<file path="src/rtl/stack16_pkg.sv">
// Shared constants and stack-operation encodings for the stack16 data-stack slice.
package stack16_pkg;
  localparam int unsigned WIDTH = 16;
  localparam int unsigned DEPTH = 16;

  typedef enum logic [2:0] {
    OP_NOP    = 3'b000,
    OP_PUSH   = 3'b001,
    OP_POP    = 3'b010,
    OP_BINARY = 3'b011,
    OP_UNARY  = 3'b100,
    OP_SWAP   = 3'b101,
    OP_DUP    = 3'b110,
    OP_OVER   = 3'b111
  } stack_op_e;
endpackage

</file>
<file path="src/rtl/data_stack_if.sv">
// Operation/operand bundle between the stack16 sequencer, the data stack and the ALU.
interface data_stack_if
  import stack16_pkg::*;
#(
  parameter int unsigned WIDTH = stack16_pkg::WIDTH,
  parameter int unsigned DEPTH = stack16_pkg::DEPTH
);
  localparam int unsigned DW = $clog2(DEPTH + 3);

  stack_op_e          StackOp;
  logic [WIDTH-1:0]   PushData;
  logic [WIDTH-1:0]   AluQ;
  logic               ClearErr;
  logic [WIDTH-1:0]   Tos;
  logic [WIDTH-1:0]   Nos;
  logic [DW-1:0]      Depth;
  logic               Empty;
  logic               Full;
  logic               Overflow;
  logic               Underflow;

  modport master (
    output StackOp, PushData, AluQ, ClearErr,
    input  Tos, Nos, Depth, Empty, Full, Overflow, Underflow
  );

  modport slave (
    input  StackOp, PushData, AluQ, ClearErr,
    output Tos, Nos, Depth, Empty, Full, Overflow, Underflow
  );
endinterface

</file>
<file path="src/rtl/stack_spill_ram.sv">
// Spill register file for stack entries below Nos: synchronous write, asynchronous read.
module stack_spill_ram #(
  parameter int unsigned WIDTH = 16,
  parameter int unsigned DEPTH = 16,
  parameter int unsigned AW    = $clog2(DEPTH)
) (
  input  logic             Clock,
  input  logic             WrEn,
  input  logic [AW-1:0]    WrAddr,
  input  logic [WIDTH-1:0] WrData,
  input  logic [AW-1:0]    RdAddr,
  output logic [WIDTH-1:0] RdData
);
  logic [WIDTH-1:0] mem [DEPTH];

  always_ff @(posedge Clock) begin
    if (WrEn) mem[WrAddr] <= WrData;
  end

  assign RdData = mem[RdAddr];
endmodule

</file>
<file path="src/rtl/data_stack.sv">
// Data stack: Tos/Nos registers feeding the ALU, spill file below, depth tracking and sticky errors.
module data_stack
  import stack16_pkg::*;
#(
  parameter int unsigned WIDTH = stack16_pkg::WIDTH,
  parameter int unsigned DEPTH = stack16_pkg::DEPTH
) (
  input  logic       Clock,
  input  logic       Reset_n,
  data_stack_if.slave bus
);
  localparam int unsigned DW = $clog2(DEPTH + 3);
  localparam int unsigned SW = $clog2(DEPTH + 1);
  localparam int unsigned AW = $clog2(DEPTH);

  logic [WIDTH-1:0] tos_q, tos_d, nos_q, nos_d;
  logic [DW-1:0]    depth_q, depth_d;
  logic [SW-1:0]    sp_q, sp_d;
  logic             ovf_q, ovf_d, unf_q, unf_d;
  logic             ovf_set, unf_set;
  logic             wr_en;
  logic [WIDTH-1:0] wr_data, rd_data, spill_top;
  logic             full, has1, has2;

  stack_spill_ram #(.WIDTH(WIDTH), .DEPTH(DEPTH), .AW(AW)) u_spill (
    .Clock  (Clock),
    .WrEn   (wr_en),
    .WrAddr (AW'(sp_q)),
    .WrData (wr_data),
    .RdAddr (AW'(sp_q - SW'(1))),
    .RdData (rd_data)
  );

  assign spill_top = (sp_q == '0) ? '0 : rd_data;
  assign full      = (depth_q == DW'(DEPTH + 2));
  assign has1      = (depth_q != '0);
  assign has2      = (depth_q >= DW'(2));

  always_comb begin
    tos_d   = tos_q;
    nos_d   = nos_q;
    depth_d = depth_q;
    sp_d    = sp_q;
    wr_en   = 1'b0;
    wr_data = nos_q;
    ovf_set = 1'b0;
    unf_set = 1'b0;
    unique case (bus.StackOp)
      OP_NOP: ;
      OP_PUSH, OP_DUP, OP_OVER: begin
        // Depth is checked before fullness so DUP/OVER on a short stack report underflow.
        if ((bus.StackOp == OP_DUP && !has1) || (bus.StackOp == OP_OVER && !has2)) begin
          unf_set = 1'b1;
        end else if (full) begin
          ovf_set = 1'b1;
        end else begin
          if (has2) begin
            wr_en = 1'b1;
            sp_d  = sp_q + SW'(1);
          end
          nos_d   = tos_q;
          depth_d = depth_q + DW'(1);
          unique case (bus.StackOp)
            OP_PUSH: tos_d = bus.PushData;
            OP_DUP:  tos_d = tos_q;
            default: tos_d = nos_q;
          endcase
        end
      end
      OP_POP, OP_BINARY: begin
        if ((bus.StackOp == OP_POP) ? !has1 : !has2) begin
          unf_set = 1'b1;
        end else begin
          tos_d   = (bus.StackOp == OP_POP) ? nos_q : bus.AluQ;
          nos_d   = spill_top;
          depth_d = depth_q - DW'(1);
          if (sp_q != '0) sp_d = sp_q - SW'(1);
        end
      end
      OP_UNARY: begin
        if (!has1) unf_set = 1'b1;
        else       tos_d   = bus.AluQ;
      end
      OP_SWAP: begin
        if (!has2) begin
          unf_set = 1'b1;
        end else begin
          tos_d = nos_q;
          nos_d = tos_q;
        end
      end
      default: ;
    endcase
    ovf_d = (ovf_q & ~bus.ClearErr) | ovf_set;
    unf_d = (unf_q & ~bus.ClearErr) | unf_set;
  end

  always_ff @(posedge Clock or negedge Reset_n) begin
    if (!Reset_n) begin
      tos_q   <= '0;
      nos_q   <= '0;
      depth_q <= '0;
      sp_q    <= '0;
      ovf_q   <= 1'b0;
      unf_q   <= 1'b0;
    end else begin
      tos_q   <= tos_d;
      nos_q   <= nos_d;
      depth_q <= depth_d;
      sp_q    <= sp_d;
      ovf_q   <= ovf_d;
      unf_q   <= unf_d;
    end
  end

  assign bus.Tos       = tos_q;
  assign bus.Nos       = nos_q;
  assign bus.Depth     = depth_q;
  assign bus.Empty     = (depth_q == '0);
  assign bus.Full      = full;
  assign bus.Overflow  = ovf_q;
  assign bus.Underflow = unf_q;
endmodule

</file>
<file path="src/flat_wrapper.sv">
// flat-port wrapper written by rule: the top's interface ports become plain ports
module data_stack_flat import stack16_pkg::*;
#(
  parameter int unsigned WIDTH = stack16_pkg::WIDTH,
  parameter int unsigned DEPTH = stack16_pkg::DEPTH
)
  (Clock, Reset_n, bus_StackOp, bus_PushData, bus_AluQ, bus_ClearErr, bus_Tos, bus_Nos, bus_Depth, bus_Empty, bus_Full, bus_Overflow, bus_Underflow);
  data_stack_if #(.WIDTH(WIDTH), .DEPTH(DEPTH)) bus_i ();
  input  logic Clock;
  input  logic Reset_n;
  input wire logic [$bits(bus_i.StackOp)-1:0] bus_StackOp;
  input wire logic [$bits(bus_i.PushData)-1:0] bus_PushData;
  input wire logic [$bits(bus_i.AluQ)-1:0] bus_AluQ;
  input wire logic [$bits(bus_i.ClearErr)-1:0] bus_ClearErr;
  output wire logic [$bits(bus_i.Tos)-1:0] bus_Tos;
  output wire logic [$bits(bus_i.Nos)-1:0] bus_Nos;
  output wire logic [$bits(bus_i.Depth)-1:0] bus_Depth;
  output wire logic [$bits(bus_i.Empty)-1:0] bus_Empty;
  output wire logic [$bits(bus_i.Full)-1:0] bus_Full;
  output wire logic [$bits(bus_i.Overflow)-1:0] bus_Overflow;
  output wire logic [$bits(bus_i.Underflow)-1:0] bus_Underflow;
  assign bus_i.StackOp = bus_StackOp;
  assign bus_i.PushData = bus_PushData;
  assign bus_i.AluQ = bus_AluQ;
  assign bus_i.ClearErr = bus_ClearErr;
  assign bus_Tos = bus_i.Tos;
  assign bus_Nos = bus_i.Nos;
  assign bus_Depth = bus_i.Depth;
  assign bus_Empty = bus_i.Empty;
  assign bus_Full = bus_i.Full;
  assign bus_Overflow = bus_i.Overflow;
  assign bus_Underflow = bus_i.Underflow;
  data_stack #(.WIDTH(WIDTH), .DEPTH(DEPTH)) u_core (.Clock(Clock), .Reset_n(Reset_n), .bus(bus_i));
endmodule
</file>
<file path="config.mk">
export PLATFORM = sky130hd
export DESIGN_NAME = data_stack_flat
export DESIGN_NICKNAME = d
export VERILOG_FILES = /design/src/rtl/stack16_pkg.sv /design/src/rtl/data_stack_if.sv /design/src/rtl/stack_spill_ram.sv /design/src/rtl/data_stack.sv /design/src/flat_wrapper.sv
export SDC_FILE = /design/constraint.sdc
export NUM_CORES = 1
export LEC_CHECK = 0
export BUFFER_PORTS_ARGS = -buffer_cell sky130_fd_sc_hd__buf_2
export CORE_AREA = 4 4 175 177
export CTS_CLUSTER_DIAMETER = 80
export DETAILED_ROUTE_END_ITERATION = 10
export DIE_AREA = 0 0 179 181
export HOLD_SLACK_MARGIN = 0.02
export PLACE_DENSITY = 0.6
export SKIP_LAST_GASP = 1
export SLEW_MARGIN = 40
export SYNTH_ARGS = -nofsm -noshare
export SYNTH_HDL_FRONTEND = slang
export SYNTH_SLANG_ARGS = --single-unit
export TNS_END_PERCENT = 20
</file>
<file path="constraint.sdc">
create_clock -name Clock -period 3.13 [get_ports Clock]
set_input_delay 0.1565 -clock Clock [delete_from_list [all_inputs] [get_ports Clock]]
set_output_delay 0.1565 -clock Clock [all_outputs]
set_load 0.05 [all_outputs]
</file>
==> qor.yml, run 1 <==
run_status:
  status: "complete, no violations"
grt:
  grt_overflow: 0
  grt_pass1_wl_um: 46800
  antenna_found_initial: 0
  grt.total_usage_pct: 19.1
  first_global_vias: 7344
  grt_max_degree: 70
power:
  ir_drop_v: 0.000588
  power_leakage_uw: 0.00529
  powerDensity_nw_per_um2: 1080
synthesis:
  synthArstFlopShare_pct: 14.7
  syn_inst: 714
  synth_cell_type_count: 50
  synth.avg_cell_area_um2: 18.2
  ys_seq_area_share_pct: 67.7
  synth_flop_cell: "edfxtp_1"
  synth_top_area_cell: "edfxtp_1"
  synth.cell_area_um2: 13000
  synth_area_leaders: "edfxtp_1 (59%), dfrtp_1 (8.5%), mux4_2 (8.0%)"
  ys_warn_count: 0
  synth_fp_nets: 761
  synth_edf_count: 256
  yosysTopAreaCellShare_pct: 59.2
  ys_ff_latch: 300
clock_tree:
  cts.sinks: 300
  cts_buffers: 31
  clock-root-buffer: "clkbuf_16"
  clk_latency_ps: 560
  cts.htree.levels: 1
  postCtsResizedCells: 0
  cts_buffer_depth: 3
  clk_pin_slew_worst_paths_ps: 60
  post_cts_buffers: 0
  cts_tree: "done"
critical_path:
  worstSetupStartpointType: "register"
  crit_type: "reg -> reg"
  cp_max_fo: 21
  cp_slowest_cell: "dfrtp_1"
  required_ps: 3550
  cp-end-kind: "register"
  max_stage_delay_ps: 430
  critical_path.cell_chain: "inv_1 > ha_2 > buf_4 > mux4_2 > mux2_2 > a222oi_1 > a21oi_1"
  critPathArrivalTime_ps: 2950
place:
  post_dp_cell_area_um2: 13900
  port-buffer-count: 78
  hpwl_um: 20300
  gp_congestion: 0.817
route:
  first_iter_violations: 580
  via_per_inst: 5.80
  drc: 0
  wl_per_cell_um: 25.0
  vias: 7180
  wirelength_um: 30900
  drtPass1Iterations: 6
  ant_nets: 0
timing:
  maxSlewHeadroom_pct: 44.2
  hold_viol_final: 0
  finClkSkew_ps: 21.7
  worst_slew_pin_slew_ps: 837
  finalCritPeriodShare_pct: 80.9
  rsz0062_at_grt: "false"
  final-setup-viol-count: 0
  max_freq_mhz: 395
  slew_viol_final: 0
  timing.setup.tns_ps: 0
  period_needed_ps: 2530
layout:
  final_area_um2: 15000
  nNetsFinal: 869
  seq_area_um2: 8790
  nFillCells: 2360
  drive_above_1_share_pct: 35.5
  final_common_cell: "edfxtp_1"
  multi_input_area_um2: 3870
  mostFrequentLayoutCells: "edfxtp_1 (256), buf_2 (77), mux4_2 (46), dfrtp_1 (42), buf_4 (41)"
  synthToLayoutAreaGrowth_pct: 15.2
min_path:
  hold_class: "in -> reg"
floorplanning:
  die_h_um: 181
  row_count: 63
  fp.dieW_um: 179
  dieArea_um2: 32400
  io_pins: 79
  initial_core_util_pct: 44.4
  core_area_um2: 29200
flow_run:
  max-cap-violations: 0
path summary, 6_finish.rpt:
kind                                                   to  slack (ps)  depth (start not counted)                           start
max                         u_core.bus.Nos[2]$_DFFE_PN0P_         600                          7      u_core.sp_q[1]$_DFFE_PN0P_
min                         u_core.bus.Tos[6]$_DFFE_PN0P_          70                          5                 bus_PushData[6]
max reg2reg                 u_core.bus.Nos[2]$_DFFE_PN0P_         600                          7      u_core.sp_q[1]$_DFFE_PN0P_
min reg2reg                u_core.bus.Underflow$_DFF_PN0_         490                          1  u_core.bus.Underflow$_DFF_PN0_
max in group asynchronous      u_core.sp_q[0]$_DFFE_PN0P_        2440                          2                         Reset_n
min in group asynchronous   u_core.bus.Tos[6]$_DFFE_PN0P_         180                          2                         Reset_n
registers in the layout, summed over array words and instances, names as in the netlist:
register / flops
u_core.bus.Depth: 5
u_core.bus.Nos: 16
u_core.bus.Overflow: 1
u_core.bus.Tos: 16
u_core.bus.Underflow: 1
u_core.sp_q: 5
u_core.u_spill.mem: 256
cells in the mapped netlist, drive strengths merged, types with 2 or more instances:
cell,number
a222oi,15
a22oi,3
a22o,33
clkbuf,26
nor2b,21
nand2,8
nand3,2
xnor2,5
nor3b,3
or2,3
ha,8
nor3,2
a21o,2
a221o,16
nor2,41
a21oi,39
and2,17
mux2,47
xor2,6
buf,22
dfrtp,44
o211ai,2
edfxtp,256
nand4,2
o21ai,6
inv,9
mux4,65
power breakdown:
group | internal (uW) | switching, uW | leakage, uW
Clock | 2130 | 1470 | 0.000486
Combinational | 2650 | 3600 | 0.00198
Sequential | 5430 | 815 | 0.00282
metrics by stage:
| step | hold WS, ps | power [uW] | std cells | util [%] | setup slack, ps |
|---|---|---|---|---|---|
| after floorplan | -139 | 10600 | 714 | - | 369 |
| final | 67.0 | 16100 | 1237 | 51.1 | 599 |
| after CTS | 29.3 | 16200 | 1236 | 51.1 | 608 |
| after global routing | 62.2 | 16800 | 1236 | 51.1 | 492 |
| after detailed placement | 234 | 12600 | 1177 | 47.6 | 614 |
| after global placement | 426 | 12400 | 1177 | 47.6 | 727 |
metal layers:
layer	GRT usage [%]	wire (um)	vias to the layer above
met5	0	0	-
met4	4.11	585	0
met3	2.85	1860	43
met2	30.9	14900	243
met1	27.8	13500	3764
li1	-	-	3130
cell families (layout without fill, tap and decap cells):
family	count (synthesis)	in the layout	synth area share (%)
flip-flops	300	300	67.7
AO/OA/AOI/OAI	122	122	7.47
multiplexers	113	113	16.3
AND/OR/NAND/NOR	102	102	4.14
buffers and inverters	57	189	2.75
XOR/XNOR	11	11	0.742
adder cells (fa/ha/maj)	9	9	0.925
other	0	1	0
area by class of cell:
| type | instances | share of cell area [%] |
|---|---|---|
| clock buffer | 42 | 5.66 |
| timing repair buffer | 123 | 5.17 |
| antenna | 1 | 0.0167 |
| tap | 390 | 3.26 |
| multi-input combinational | 357 | 25.8 |
| sequential | 300 | 58.8 |
| clock inverter | 15 | 1.03 |
| inverter | 9 | 0.226 |
worst max-delay path: cells and delay by family, from the launching register on:
kind                       cells  cell delay (ps)
AOI/OAI and AO/OA              2              480
adders and majority gates      1              370
buffers and inverters          2              450
DFF                            1              430
muxes                          2              660
repair_timing:
action / CTS / global route
hold buffers: 2 / 0
hold endpoints to repair: 46 / 0
endpoints found under the setup margin: 0 / 0
Power figures use the tool's default switching activity.
==> run 2: changes to the inputs <==
==> constraint.sdc (replaced) <==
create_clock -name Clock -period 2.6 [get_ports Clock]
set_input_delay 0.13 -clock Clock [delete_from_list [all_inputs] [get_ports Clock]]
set_output_delay 0.13 -clock Clock [all_outputs]
set_load 0.05 [all_outputs]
==> qor.yml, run 2 (synthesis gave the netlist of run 1 again) <==
critical_path:
  worstSetupStartpointType: "register"
  max_stage_delay_ps: 430
  crit_type: "reg -> reg"
  critPathArrivalTime_ps: 2940
  cp-end-kind: "register"
  required_ps: 3000
  path_delay_family: "multiplexers"
  cp_max_fo: 53
  cp_slowest_cell: "dfrtp_1"
  critical_path.cell_chain: "inv_1 > ha_2 > buf_16 > mux4_2 > mux2_2 > a222oi_1 > a21oi_1"
  path_buf_inv: 2
timing:
  slew_viol_final: 0
  finClkSkew_ps: 10.4
  period_needed_ps: 2540
  finalCritPeriodShare_pct: 97.7
  final-setup-viol-count: 0
  max_freq_mhz: 394
  worst_slew_pin_slew_ps: 780
  rsz0062_at_grt: "true"
  maxSlewHeadroom_pct: 48.0
  hold_viol_final: 0
grt:
  grt_pass1_wl_um: 47700
  first_global_vias: 7401
  grt_overflow: 0
  antenna_found_initial: 0
  grt.total_usage_pct: 19.8
  grt_max_degree: 54
floorplanning:
  initial_core_util_pct: 44.4
  io_pins: 79
  fp.dieW_um: 179
  die_h_um: 181
  core_area_um2: 29200
  dieArea_um2: 32400
  row_count: 63
route:
  via_per_inst: 5.90
  drc: 0
  ant_nets: 0
  drtPass1Iterations: 6
  first_iter_violations: 707
  vias: 7278
  wl_per_cell_um: 26.0
  wirelength_um: 32100
power:
  ir_drop_v: 0.00115
  power_leakage_uw: 0.00530
  totalPowerFinal_uw: 19100
  powerDensity_nw_per_um2: 1270
clock_tree:
  cts_tree: "done"
  cts_buffers: 30
  clk_pin_slew_worst_paths_ps: 60
  post_cts_buffers: 0
  cts.sinks: 300
  clk_latency_ps: 550
  cts_buffer_depth: 3
  clock-root-buffer: "clkbuf_16"
  cts.htree.levels: 1
layout:
  mostFrequentLayoutCells: "edfxtp_1 (256), buf_2 (77), mux4_2 (46), dfrtp_1 (43), nor2_1 (40)"
  nNetsFinal: 867
  largest-register: "u_core.u_spill.mem"
  finalNonFillerCells: 1234
  synthToLayoutAreaGrowth_pct: 15.8
  final_common_cell: "edfxtp_1"
  final_area_um2: 15000
  diodes: 0
  largest_reg_flops: 256
  drive_above_1_share_pct: 35.3
place:
  numPlacedInstances: 1176
  post_dp_cell_area_um2: 14100
  port-buffer-count: 78
  gp_congestion: 0.833
  hpwl_um: 20000
flow_run:
  max-cap-violations: 0
min_path:
  hold_class: "in -> reg"
run_status:
  status: "complete, no violations"
[run 2: cell count changes in the layout (fill, tap and decap cells not counted), sizes merged]
| cell | previous run | this run |
|---|---|---|
| bufinv | 3 | 1 |
| buf | 121 | 120 |
| clkinv | 10 | 13 |
| clkinvlp | 2 | 0 |
| diode | 1 | 0 |
[run 2: power breakdown]
part | switching [uW] | internal, uW | leakage [uW]
Clock | 1720 | 2330 | 0.000465
Sequential | 980 | 6530 | 0.00282
Combinational | 4250 | 3310 | 0.00201
[run 2: metrics by stage]
stage,setup TNS (ps),hold WS [ps],worst slack [ps],util [%]
floorplan,0,-166,8.43,-
global placement,0,332,213,48.1
detailed placement,0,149,117,48.1
CTS,0,33.8,95.9,51.4
global route,-45.8,80.9,-21.4,51.4
finish,0,55.3,60.4,51.4
[run 2: worst register-to-register path, stage by stage (launching register included)]
cell and delay, ps:
dfrtp_1 430, inv_1 130, ha_2 390, buf_16 260, mux4_2 440, mux2_2 280, a222oi_1 340, a21oi_1 120
[run 2: layout make-up]
| class | instances | area (um2) |
|---|---|---|
| tap | 390 | 488 |
| sequential | 300 | 8790 |
| fill | 2336 | 14200 |
| timing repair buffer | 122 | 923 |
| inverter | 9 | 33.8 |
| clock inverter | 14 | 91.3 |
| multi-input combinational | 357 | 3870 |
| clock buffer | 42 | 837 |
[run 2: final timing paths]
check	start	slack, ps	cells after the start	endpoint
worst max-delay path	u_core.sp_q[1]$_DFFE_PN0P_	60	7	u_core.bus.Nos[7]$_DFFE_PN0P_
worst min-delay path	bus_PushData[1]	60	5	u_core.bus.Tos[1]$_DFFE_PN0P_
worst max register to register	u_core.sp_q[1]$_DFFE_PN0P_	60	7	u_core.bus.Nos[7]$_DFFE_PN0P_
worst min register to register	u_core.bus.Underflow$_DFF_PN0_	520	1	u_core.bus.Underflow$_DFF_PN0_
max in group asynchronous	Reset_n	1900	3	u_core.bus.Tos[8]$_DFFE_PN0P_
min in group asynchronous	Reset_n	110	2	u_core.bus.Depth[4]$_DFFE_PN0P_
[run 2: what timing repair did]
action	CTS	global route
gates resized for setup	0	1
hold buffers	2	0
endpoints found under the setup margin	0	3
endpoints found under the hold margin	46	0
[run 2: layer usage]
metal / global-route usage, % / wire length, um / up-vias
met3: 3.43 / 2100 / 65
met4: 6.23 / 954 / 0
met2: 32.0 / 15900 / 290
li1: - / - / 3128
met1: 27.6 / 13200 / 3795
met5: 0 / 0 / -
